## config.mk

```make
export PLATFORM = sky130hd
export DESIGN_NAME = pipe_stage_reg
export DESIGN_NICKNAME = d
export VERILOG_FILES = /design/src/rtl/cpu_pipe_pkg.sv /design/src/rtl/pipe_skid_buf.sv /design/src/rtl/pipe_stage_reg.sv
export SDC_FILE = /design/constraint.sdc
export NUM_CORES = 1
export LEC_CHECK = 0
export BUFFER_PORTS_ARGS = -buffer_cell sky130_fd_sc_hd__buf_2
export CAP_MARGIN = 5
export CORE_ASPECT_RATIO = 0.5
export CORE_MARGIN = 5
export CORE_UTILIZATION = 47
export DETAILED_ROUTE_END_ITERATION = 7
export HOLD_SLACK_MARGIN = 0.12
export PLACE_DENSITY = 0.82
export SLEW_MARGIN = 20
export SYNTH_ARGS = -nofsm -noshare
export SYNTH_HDL_FRONTEND = slang
export SYNTH_SLANG_ARGS = --single-unit
```

## constraint.sdc

```tcl
create_clock -name clk -period 4.9 [get_ports clk]
set_input_delay 0.98 -clock clk [delete_from_list [all_inputs] [get_ports clk]]
set_output_delay 0.98 -clock clk [all_outputs]
set_load 0.01 [all_outputs]
```

## src/rtl/cpu_pipe_pkg.sv

```systemverilog
// Shared CPU pipeline definitions: ALU op encodings, per-stage payload structs,
// their packed widths, and the NOP/bubble payloads used as stage-register reset values.
package cpu_pipe_pkg;

  typedef enum logic [3:0] {
    ALU_ADD  = 4'd0,
    ALU_SUB  = 4'd1,
    ALU_AND  = 4'd2,
    ALU_OR   = 4'd3,
    ALU_XOR  = 4'd4,
    ALU_SLL  = 4'd5,
    ALU_SRL  = 4'd6,
    ALU_SRA  = 4'd7,
    ALU_SLT  = 4'd8,
    ALU_SLTU = 4'd9,
    ALU_PASS = 4'd10
  } alu_op_e;

  typedef enum logic [1:0] {
    MEM_SZ_B = 2'd0,
    MEM_SZ_H = 2'd1,
    MEM_SZ_W = 2'd2
  } mem_size_e;

  typedef struct packed {
    logic [31:0] pc;
    logic [31:0] rs1_val;
    logic [31:0] rs2_val;
    logic [31:0] imm;
    logic [4:0]  rd;
    alu_op_e     alu_op;
    logic        alu_src_imm;
    logic        mem_rd;
    logic        mem_wr;
    mem_size_e   mem_size;
    logic        reg_wr;
    logic        is_branch;
  } id_ex_t;

  typedef struct packed {
    logic [31:0] pc;
    logic [31:0] alu_res;
    logic [31:0] store_val;
    logic [4:0]  rd;
    logic        mem_rd;
    logic        mem_wr;
    mem_size_e   mem_size;
    logic        reg_wr;
  } ex_mem_t;

  typedef struct packed {
    logic [31:0] wb_val;
    logic [4:0]  rd;
    logic        reg_wr;
  } mem_wb_t;

  localparam int unsigned ID_EX_W  = $bits(id_ex_t);
  localparam int unsigned EX_MEM_W = $bits(ex_mem_t);
  localparam int unsigned MEM_WB_W = $bits(mem_wb_t);

  // Bubbles carry no side effects: all write/memory enables are zero.
  localparam id_ex_t  ID_EX_NOP  = '0;
  localparam ex_mem_t EX_MEM_NOP = '0;
  localparam mem_wb_t MEM_WB_NOP = '0;

endpackage

```

## src/rtl/pipe_skid_buf.sv

```systemverilog
// Single-entry skid storage for pipe_stage_reg; holds one payload while the
// output register is stalled. Used only when PIPE_STAGE_SKID_EN is defined.
module pipe_skid_buf #(
  parameter int unsigned DATA_W = 160
) (
  input  logic              clk,
  input  logic              rst,
  input  logic              clear_i,
  input  logic              push_i,
  input  logic              pop_i,
  input  logic [DATA_W-1:0] data_i,
  output logic [DATA_W-1:0] data_o,
  output logic              valid_o
);

  logic              valid_q;
  logic [DATA_W-1:0] data_q;

  always_ff @(posedge clk) begin
    if (rst || clear_i) begin
      valid_q <= 1'b0;
    end else if (push_i) begin
      valid_q <= 1'b1;
    end else if (pop_i) begin
      valid_q <= 1'b0;
    end
  end

  always_ff @(posedge clk) begin
    if (push_i) begin
      data_q <= data_i;
    end
  end

  assign data_o  = data_q;
  assign valid_o = valid_q;

endmodule

```

## src/rtl/pipe_stage_reg.sv

```systemverilog
// Generic pipeline stage register with valid/ready handshake, flush, and a
// saturating stall counter. Optional 1-entry skid buffer under PIPE_STAGE_SKID_EN.
module pipe_stage_reg
  import cpu_pipe_pkg::*;
#(
  parameter int unsigned       DATA_W          = 160,
  parameter logic [DATA_W-1:0] RESET_DATA      = '0,
  parameter bit                CLEAR_ON_BUBBLE = 1'b1,
  parameter int unsigned       CNT_W           = 16
) (
  input  logic              clk,
  input  logic              rst,
  input  logic              flush,
  input  logic              in_valid,
  output logic              in_ready,
  input  logic [DATA_W-1:0] in_data,
  output logic              out_valid,
  input  logic              out_ready,
  output logic [DATA_W-1:0] out_data,
  output logic [CNT_W-1:0]  stall_cnt
);

  logic              out_valid_q, out_valid_d;
  logic [DATA_W-1:0] out_data_q,  out_data_d;
  logic [CNT_W-1:0]  stall_cnt_q, stall_cnt_d;

  logic accept;
  logic stalled;
  logic xfer_out;

  assign stalled  = out_valid_q & ~out_ready;
  assign xfer_out = out_valid_q & out_ready;

`ifdef PIPE_STAGE_SKID_EN
  logic              skid_valid;
  logic              skid_push;
  logic              skid_pop;
  logic [DATA_W-1:0] skid_data;

  // in_ready comes straight from the skid flop, breaking the out_ready->in_ready path.
  assign in_ready  = ~skid_valid;
  assign accept    = in_valid & in_ready;
  assign skid_push = accept & stalled & ~flush;
  assign skid_pop  = xfer_out & skid_valid;

  pipe_skid_buf #(
    .DATA_W (DATA_W)
  ) u_skid (
    .clk     (clk),
    .rst     (rst),
    .clear_i (flush),
    .push_i  (skid_push),
    .pop_i   (skid_pop),
    .data_i  (in_data),
    .data_o  (skid_data),
    .valid_o (skid_valid)
  );
`else
  assign in_ready = ~out_valid_q | out_ready;
  assign accept   = in_valid & in_ready;
`endif

  always_comb begin
    out_valid_d = out_valid_q;
    out_data_d  = out_data_q;
    if (flush) begin
      out_valid_d = 1'b0;
      out_data_d  = RESET_DATA;
`ifdef PIPE_STAGE_SKID_EN
    end else if (skid_pop) begin
      out_valid_d = 1'b1;
      out_data_d  = skid_data;
`endif
    end else if (accept && !stalled) begin
      out_valid_d = 1'b1;
      out_data_d  = in_data;
    end else if (xfer_out) begin
      out_valid_d = 1'b0;
      if (CLEAR_ON_BUBBLE) begin
        out_data_d = RESET_DATA;
      end
    end
  end

  always_comb begin
    stall_cnt_d = stall_cnt_q;
    if (stalled && (stall_cnt_q != '1)) begin
      stall_cnt_d = stall_cnt_q + CNT_W'(1);
    end
  end

  always_ff @(posedge clk) begin
    if (rst) begin
      out_valid_q <= 1'b0;
      out_data_q  <= RESET_DATA;
      stall_cnt_q <= '0;
    end else begin
      out_valid_q <= out_valid_d;
      out_data_q  <= out_data_d;
      stall_cnt_q <= stall_cnt_d;
    end
  end

  assign out_valid = out_valid_q;
  assign out_data  = out_data_q;
  assign stall_cnt = stall_cnt_q;

endmodule

```

==> results.cfg, run 1 <==
[grt]
grt_max_degree = 161
grt_use_total_pct = 22.2
grt_pass1_vias = 5629
grt_overflow = 0
grt_pass1_wl_mm = 28.5
antenna_found_initial = 0

[worst_setup_path]
path_delay_family = simple AND/OR/NAND/NOR gates
worstReg2RegStart = out_valid$_SDFFE_PP0P_
cp-startpoint = out_ready
arrival_ns = 1.85
slowest_delay_ns = 0.44
path_max_fanout = 10
cp.buffers_inverters = 3
worstSetupStartpointType = input pin
slowest_stage = nor2b_1
end_kind = primary output
critPathKind = in2out
worstPathCellList = buf_2 > nor2b_1 > inv_4 > buf_2
cp_common_cell = buf_2
critPathRequiredTime_ns = 3.92

[floorplan]
fp-row-count = 29
dieArea_um2 = 15500
io_pins = 343
initial_core_util_pct = 48.1
die_x_um = 171
core_area_um2 = 12700
dieHeight_um = 90.6

[final_layout]
final_area_um2 = 8460
drive_above_1_share_pct = 40.1
mostFrequentLayoutCells = buf_2 (342), dfxtp_1 (177), nor2_1 (168), a22oi_1 (160), clkbuf_16 (17)
nets = 1114
fillCellCount = 1051
regArea_um2 = 3540
final_common_cell = buf_2
multi_input_area_um2 = 2340
antenna_cells = 0
area_growth_syn_to_layout_pct = 38.6

[power]
ir_drop_uv = 244
power_mw = 3.13
leakagePower_nw = 3.95
powerDensity_nw_per_um2 = 369

[drt]
vias = 6087
via_per_inst = 5.38
drc = 0
wl_met3_mm = 1.13
top_layer_used = met4
ant_nets = 0
drt-wirelength-per-cell_um = 16.6
wl_met2_mm = 9.62
drt-met1-wl_mm = 7.46
firstDrtPassIters = 6
drt_iter0_drc = 678
wirelength_mm = 18.8

[placement]
place_congestion = 0.850
portBuffers = 342
hpwl_mm = 13.2
dpl_cell_area_um2 = 7880

[clock_network]
cts.htree.levels = 4
cts_inserted_buffers = 17
cts_tree = yes
clk_pin_slew_worst_paths_ns = 0.06
clock-sinks = 177
post-cts-setup-buffers = 0
cts_max_path_buffers = 2
clock-root-buffer = clkbuf_16
post_cts_resized = 0
clkLatencyLatePin_ns = 0.40
ctsHoldBuffers = 0

[yosys]
yosysSeqAreaShare_pct = 58.0
yosysWarnings = 0
netlist_area_um2 = 6110
synth_area_leaders = dfxtp_1 (58%), a22oi_1 (20%), nor2_1 (10%)
avgSynthCellArea_um2 = 9.54
syn-instance-count = 640
yosys.area.top_type_share_pct = 58.0
synth_cell_types = 31
synthesis.nets = 806
synth_seq_cells = 177
yosysTopAreaCell = dfxtp_1

[min_path]
min_from = out_data[155]$_SDFFE_PP0P_
hold_path_class = reg2reg

[timing]
period_needed_ns = 2.83
hold_violations = 0
period_share_pct = 57.7
setup_viol = 0
clock_skew_ns = 0.0117
tightest_slew_ns = 1.01
fmax_ghz = 0.353
slew_headroom_pct = 33.0
rsz0062_at_grt = false
final_max_slew_viol_count = 0
fin_tns_setup_ns = 0

[job]
drv_cap = 0

[run_status]
outcome = completed
## power breakdown
part,leakage (nW),total (mW),internal (mW),switching [mW]
combinational,2.23,0.310,0.139,0.171
sequential,1.44,1.50,1.48,0.0226
clock,0.281,1.31,0.743,0.569
## through the flow
stage / utilization, % / instances / hold WS, ns / setup WS [ns]
after floorplan: - / 640 / 0.509 / 2.48
final: 66.6 / 1131 / 0.493 / 2.07
after global placement: 62.1 / 1099 / 0.472 / 2.06
after global routing: 66.6 / 1131 / 0.522 / 2.00
after detailed placement: 62.1 / 1099 / 0.476 / 1.98
after CTS: 66.6 / 1131 / 0.497 / 2.08
## final cells by class
| cell class | count | area share (%) |
|---|---|---|
| inverters | 2 | 0.118 |
| clock inverters | 11 | 1.40 |
| flip-flops and latches | 177 | 41.9 |
| repair buffers | 346 | 21.0 |
| well taps | 170 | 2.51 |
| clock buffers | 21 | 5.44 |
| multi-input cells | 404 | 27.6 |
## synth_stat cells
master / n
o21ai_0: 5
inv_4: 1
mux2_2: 3
or3_1: 7
or2_2: 1
a211oi_1: 1
dfxtp_1: 177
mux2i_1: 2
a311oi_1: 1
nand2b_1: 2
nor3_1: 1
nor4_1: 6
or4_1: 4
inv_1: 1
nand2_1: 6
nand3_1: 5
clkbuf_1: 44
nor2b_1: 4
o31ai_1: 5
nand4_1: 6
ha_1: 1
buf_2: 12
buf_4: 1
or3_4: 1
and3_1: 1
a21oi_1: 10
and2_1: 2
a22oi_1: 160
nor2_1: 168
o31a_1: 1
o21ba_2: 1
## worst reg2reg max path: stages (launching register included)
cell     delay, ns
dfxtp_1       0.41
nor2b_1       0.49
inv_4         0.13
and2_4        0.41
buf_12        0.39
a22oi_1       0.29
nor2_1        0.06
## worst paths after layout
| kind | end | slack, ns | cells after the start |
|---|---|---|---|
| max | in_ready | 2.07 | 4 |
| min | out_data[155]$_SDFFE_PP0P_ | 0.49 | 2 |
| max reg2reg | out_data[36]$_SDFFE_PP0P_ | 2.58 | 6 |
| min reg2reg | out_data[155]$_SDFFE_PP0P_ | 0.49 | 2 |
## cell families after synthesis
| family | after synthesis | synth area share (%) |
|---|---|---|
| adders and majority gates | 1 | 0.205 |
| muxes | 5 | 0.881 |
| DFF | 177 | 58.0 |
| buffers and inverters | 59 | 3.97 |
| AOI/OAI and AO/OA | 184 | 22.1 |
| and+or+nand+nor | 214 | 14.8 |
## layer usage
metal / up-vias / track usage [%]
met5: - / 0
met4: 0 / 8.57
met3: 48 / 5.03
met2: 228 / 38.4
met1: 2897 / 27.0
li1: 2914 / -
## state kept, by name (all words and copies together), names as in the netlist
register / flops
out_valid: 1
out_data: 160
stall_cnt: 16
(Power assumes the default switching activity.)
==> run 2: changes to the inputs <==
- ABC_AREA: not set -> 1
- CORE_UTILIZATION: 47 -> 41
- PLACE_DENSITY: 0.82 -> 0.74
- clock period: 4.9 -> 2.6 ns (I/O delays scaled with it)
==> run 2 against run 1 <==
Via count rose by 18%. Routed wire length up 13%. Sequential share of layout area fell by 3.2 points. Clock skew hardly changed. Highest routed layer unchanged. Non-clock buffer count increased by 5. Count of clock-buffer cells in the layout decreased by 3.
==> results.cfg, run 2 <==
[run_status]
outcome = completed

[drt]
via_per_inst = 5.09
wirelength_mm = 21.2
ant_nets = 0
drc = 0
firstDrtPassIters = 5
drt-wirelength-per-cell_um = 15.0
vias = 7160
drt_iter0_drc = 459

[final_layout]
final_common_cell = buf_2
area_growth_syn_to_layout_pct = 36.7
multi_input_area_um2 = 2770
largest_reg_flops = 160
fillCellCount = 1552
nets = 1333
regArea_um2 = 3540
antenna_cells = 0
drive_above_1_share_pct = 33.1
mostFrequentLayoutCells = buf_2 (341), nand2_1 (198), nand3_1 (179), dfxtp_1 (177), a21oi_1 (173)

[yosys]
yosys.area.top_type_share_pct = 52.8
synth_commonest_cells = nand2_1 (198), nand3_1 (179), dfxtp_1 (177)
synthArstFlopShare_pct = 0
synthesis.nets = 1037
synth.most_common_cell = nand2_1
synth-edff-count = 0
yosysTopAreaCell = dfxtp_1
synth_area_leaders = dfxtp_1 (53%), nand3_1 (13%), a21oi_1 (13%)
synth_top_family_by_area = simple AND/OR/NAND/NOR gates
synth-compound-area-share_pct = 13.1
synth_cell_types = 22
avgSynthCellArea_um2 = 7.71
yosysWarnings = 0
synth_mux_area_share_pct = 0
synth_seq_cells = 177
synth_fa_ha_area_share_pct = 0.186
synth_xor_area_share_pct = 0
yosysSeqAreaShare_pct = 52.8
synthSimpleGateAreaFrac_pct = 27.8
synth-main-ff-cell = dfxtp_1
syn-instance-count = 871
netlist_area_um2 = 6710

[timing]
final_max_slew_viol_count = 0
worst_slack_ns = 0.682
rsz0062_at_grt = false
setup_viol = 0
fin_tns_setup_ns = 0
clock_skew_ns = 0.0113
slew_headroom_pct = 44.5
tightest_slew_ns = 0.832
fmax_ghz = 0.521
period_share_pct = 73.8
hold_violations = 0
period_needed_ns = 1.92

[clock_network]
cts_inserted_buffers = 17
cts_tree = yes
ctsHoldBuffers = 0
clock-root-buffer = clkbuf_16
clk_pin_slew_worst_paths_ns = 0.07
cts.htree.levels = 4
cts_max_path_buffers = 2
clkLatencyLatePin_ns = 0.41
post-cts-setup-buffers = 0
clock-sinks = 177
post_cts_resized = 0

[grt]
antenna_found_initial = 0
met3_usage_pct = 4.64
grt_busiest_layer = met2
grt_use_total_pct = 20.7
grt_pass1_vias = 6556
met2_usage_pct = 36.3
grt_overflow = 0
grt_max_degree = 162
met1_usage_pct = 25.4
grt_pass1_wl_mm = 33.0

[power]
ir_drop_uv = 407
power_mw = 6.38
leakagePower_nw = 4.26
powerDensity_nw_per_um2 = 695

[placement]
hpwl_mm = 14.5
place_congestion = 0.860
portBuffers = 342
pre_cts_ws_ns = 0.592

[floorplan]
io_pins = 343
fp-row-count = 33
dieHeight_um = 100
dieArea_um2 = 19200
die_x_um = 191
core_area_um2 = 16200
initial_core_util_pct = 41.4

[min_path]
min_from = in_data[53]
hold_path_class = in2reg

[worst_setup_path]
worstReg2RegStart = out_valid$_SDFFE_PP0P_
critPathKind = reg2out
path_max_fanout = 27
end_kind = primary output
path_delay_family = flip-flops
cp.buffers_inverters = 1
critPathRequiredTime_ns = 2.08
slowest_delay_ns = 0.49
cp-startpoint = out_valid$_SDFFE_PP0P_
worstSetupStartpointType = flip-flop
slowest_stage = dfxtp_1
r2r_slack_ns = 0.79
worstPathCellList = nand2_4 > buf_2
arrival_ns = 1.40

[job]
drv_cap = 0
[run 2: cell count changes after synthesis, sizes merged, moves of 4 or more]
cell,before,now
nand2,6,199
nand3,5,180
a21oi,10,173
a22oi,160,0
nor2,168,43
buf,13,50
clkbuf,44,24
inv,2,16
or3,8,0
nor4,6,0
o31ai,5,0
nor2b,4,0
or4,4,0
[run 2: layout make-up]
class / count / area share (%)
flip-flops and latches: 177 / 38.6
well taps: 227 / 3.10
repair buffers: 351 / 20.0
multi-input cells: 604 / 30.2
clock buffers: 18 / 4.79
inverters: 16 / 0.655
clock inverters: 14 / 2.71
[run 2: worst paths after layout]
kind / depth (start not counted) / endpoint
worst max-delay path: 2 / in_ready
worst min-delay path: 3 / out_data[53]$_SDFFE_PP0P_
worst max register to register: 5 / out_data[60]$_SDFFE_PP0P_
worst min register to register: 2 / out_data[89]$_SDFFE_PP0P_
[run 2: per-layer routing]
metal / routed length [um] / vias to the layer above / part of all wire (%)
met5: 0 / - / 0
met4: 550 / 0 / 2.6
met3: 1180 / 46 / 5.6
met2: 10800 / 242 / 51
met1: 8660 / 3365 / 41
li1: - / 3507 / -
[run 2: stage by stage]
stage	area, um2	instances	hold WS (ns)	util [%]
5_1_grt	9180	1407	0.350	56.5
3_3_place_gp	8490	1375	0.445	52.3
3_5_place_dp	8490	1375	0.450	52.3
2_1_floorplan	6710	871	0.481	-
4_1_cts	9180	1407	0.351	56.5
6_report	9180	1407	0.368	56.5
[run 2: worst min-delay path, cell delays in order]
cell	delay, ns
buf_2	0.09
nand3_1	0.07
a21oi_1	0.06
[run 2: cell families (layout without fill, tap and decap cells)]
kind of cell,Yosys count,in the layout
buffers and inverters,90,399
AND/OR/NAND/NOR,428,428
adder cells (fa/ha/maj),1,1
flip-flops,177,177
AO/OA/AOI/OAI,175,175
[run 2: power by group]
| group | internal [mW] | switching [mW] |
|---|---|---|
| clock network | 1.85 | 1.11 |
| registers | 2.79 | 0.0410 |
| logic | 0.245 | 0.345 |
==> run 3: changes to the inputs <==
- CORE_UTILIZATION: 41 -> 45
- PLACE_DENSITY: 0.74 -> 0.77
- clock period: 2.6 -> 1.8 ns (I/O delays scaled with it)
==> run 3 against run 2 <==
Sequential power is 45% higher. Critical path depth up 1. Register-to-register slack got worse by 0.51 ns. Via count is 0.18% lower. First-iteration DRC count grew 6.5%. Hold slack lost 0.15 ns. Critical path type unchanged. Cell count shrank 1.7%. Core utilization up 6.3 points. Sequential share of layout area rose by 0.14 points. Global-route usage up 1.6 points. Worst setup slack worse by 0.59 ns.
==> results.cfg, run 3 (same netlist as run 2, synthesis figures left out) <==
[timing]
period_needed_ns = 1.71
slew_headroom_pct = 43.9
hold_violations = 0
final_max_slew_viol_count = 0
fin_tns_setup_ns = 0
fmax_ghz = 0.584
period_share_pct = 95.1
rsz0062_at_grt = false
setup_viol = 0
clock_skew_ns = 0.00994
tightest_slew_ns = 0.842

[power]
leakagePower_nw = 4.28
p_clk_share_pct = 43.4
p_int_mw = 6.61
power_mw = 8.76
p_sw_share_pct = 24.6
p_switching_mw = 2.15
seq_power_share_pct = 46.7
combPwrFrac_pct = 9.9
ir_drop_uv = 694
powerDensity_nw_per_um2 = 958

[worst_setup_path]
worstSetupStartpointType = flip-flop
end_kind = primary output
critPathKind = reg2out
critPathRequiredTime_ns = 1.44
path_max_fanout = 35
arrival_ns = 1.35

[grt]
grt_overflow = 0
grt_use_total_pct = 22.3
grt_max_degree = 136
grt_pass1_vias = 6524
grt_pass1_wl_mm = 32.2
antenna_found_initial = 2

[clock_network]
cts_tree = yes
clk_pin_slew_worst_paths_ns = 0.07
cts_max_path_buffers = 2
cts.htree.levels = 4
clock-root-buffer = clkbuf_16
clock-sinks = 177
clkLatencyLatePin_ns = 0.41
cts_inserted_buffers = 17
post-cts-setup-buffers = 0
ctsHoldBuffers = 0

[final_layout]
final_common_cell = buf_2
mostFrequentLayoutCells = buf_2 (341), nand2_1 (198), nand3_1 (179), dfxtp_1 (176), a21oi_1 (173)
drive_above_1_share_pct = 33.3
fillCellCount = 1362
area_growth_syn_to_layout_pct = 36.3
nets = 1337
largest_reg_flops = 160

[drt]
wirelength_mm = 21.5
ant_nets = 0
drt-wirelength-per-cell_um = 15.5
firstDrtPassIters = 5
vias = 7147
drt_iter0_drc = 489
via_per_inst = 5.17
drc = 0

[floorplan]
io_pins = 343
die_x_um = 183
core_area_um2 = 14500
fp-row-count = 31
dieHeight_um = 96.4
initial_core_util_pct = 46.2
dieArea_um2 = 17600

[placement]
portBuffers = 342
place_congestion = 0.836
hpwl_mm = 14.9

[run_status]
outcome = completed

[job]
drv_cap = 0

[min_path]
hold_path_class = in2reg
## run 3: cell types whose count changed in the layout (fill, tap and decap cells not counted), sizes merged
| cell | previous run | this run |
|---|---|---|
| buf | 351 | 354 |
| clkinv | 2 | 3 |
| inv | 21 | 22 |
| bufinv | 6 | 3 |
| diode | 0 | 2 |
| bufbuf | 0 | 1 |
## run 3: worst max-delay path: stages, from the launching register on
cell and delay, ns:
dfxtp_2 0.35, nand2_4 0.19, buf_16 0.24, buf_2 0.17
## run 3: layout make-up
cell class                 instances  area, um2  area share [%]
sequential                       177       3540            38.8
multi-input combinational        604       2770            30.3
timing repair buffer             355       1920            21.0
clock buffer                      18        429            4.69
tap                              198        248            2.71
clock inverter                    13        173            1.89
inverter                          16       60.1           0.657
antenna                            2       5.00          0.0547
## run 3: timing repair
item | 4_1_cts | 5_1_grt
cloned | 1 | 0
resized for setup | 1 | 1
endpoints found under the setup margin | 1 | 1
## run 3: layer usage
layer	share of wire, %	track usage [%]	vias to the layer above
met5	0	0	-
met1	39	26.4	3368
met3	5.2	4.15	42
met4	2.7	8.49	0
li1	-	-	3518
met2	53	40.8	219
## run 3: metrics by stage
step / utilization, % / worst slack (ns) / instances / area (um2) / hold slack (ns)
global placement: 58.4 / 0.256 / 1349 / 8500 / 0.445
finish: 62.9 / 0.0883 / 1383 / 9150 / 0.218
detailed placement: 58.4 / 0.188 / 1349 / 8500 / 0.449
CTS: 62.8 / 0.0132 / 1381 / 9140 / 0.205
global route: 62.9 / 0.0344 / 1383 / 9150 / 0.207
floorplan: - / 0.396 / 871 / 6710 / 0.481
## run 3: path summary, 6_finish.rpt
path,slack (ns),endpoint,depth (start not counted),from
hold / removal,0.22,out_data[91]$_SDFFE_PP0P_,3,in_data[91]
setup reg to reg,0.28,stall_cnt[0]$_SDFFE_PP0P_,8,stall_cnt[0]$_SDFFE_PP0P_
hold reg to reg,0.46,out_data[83]$_SDFFE_PP0P_,2,out_data[83]$_SDFFE_PP0P_
setup / recovery,0.09,in_ready,3,out_valid$_SDFFE_PP0P_
## run 3: power by group through the flow
stage	Combinational, mW	Sequential (mW)	Clock [mW]
after floorplan	0.409	4.23	0
after global placement	0.844	4.17	0
after detailed placement	0.860	4.18	0
after CTS	0.872	4.09	3.87
after global routing	0.952	4.10	4.05
final	0.868	4.09	3.80
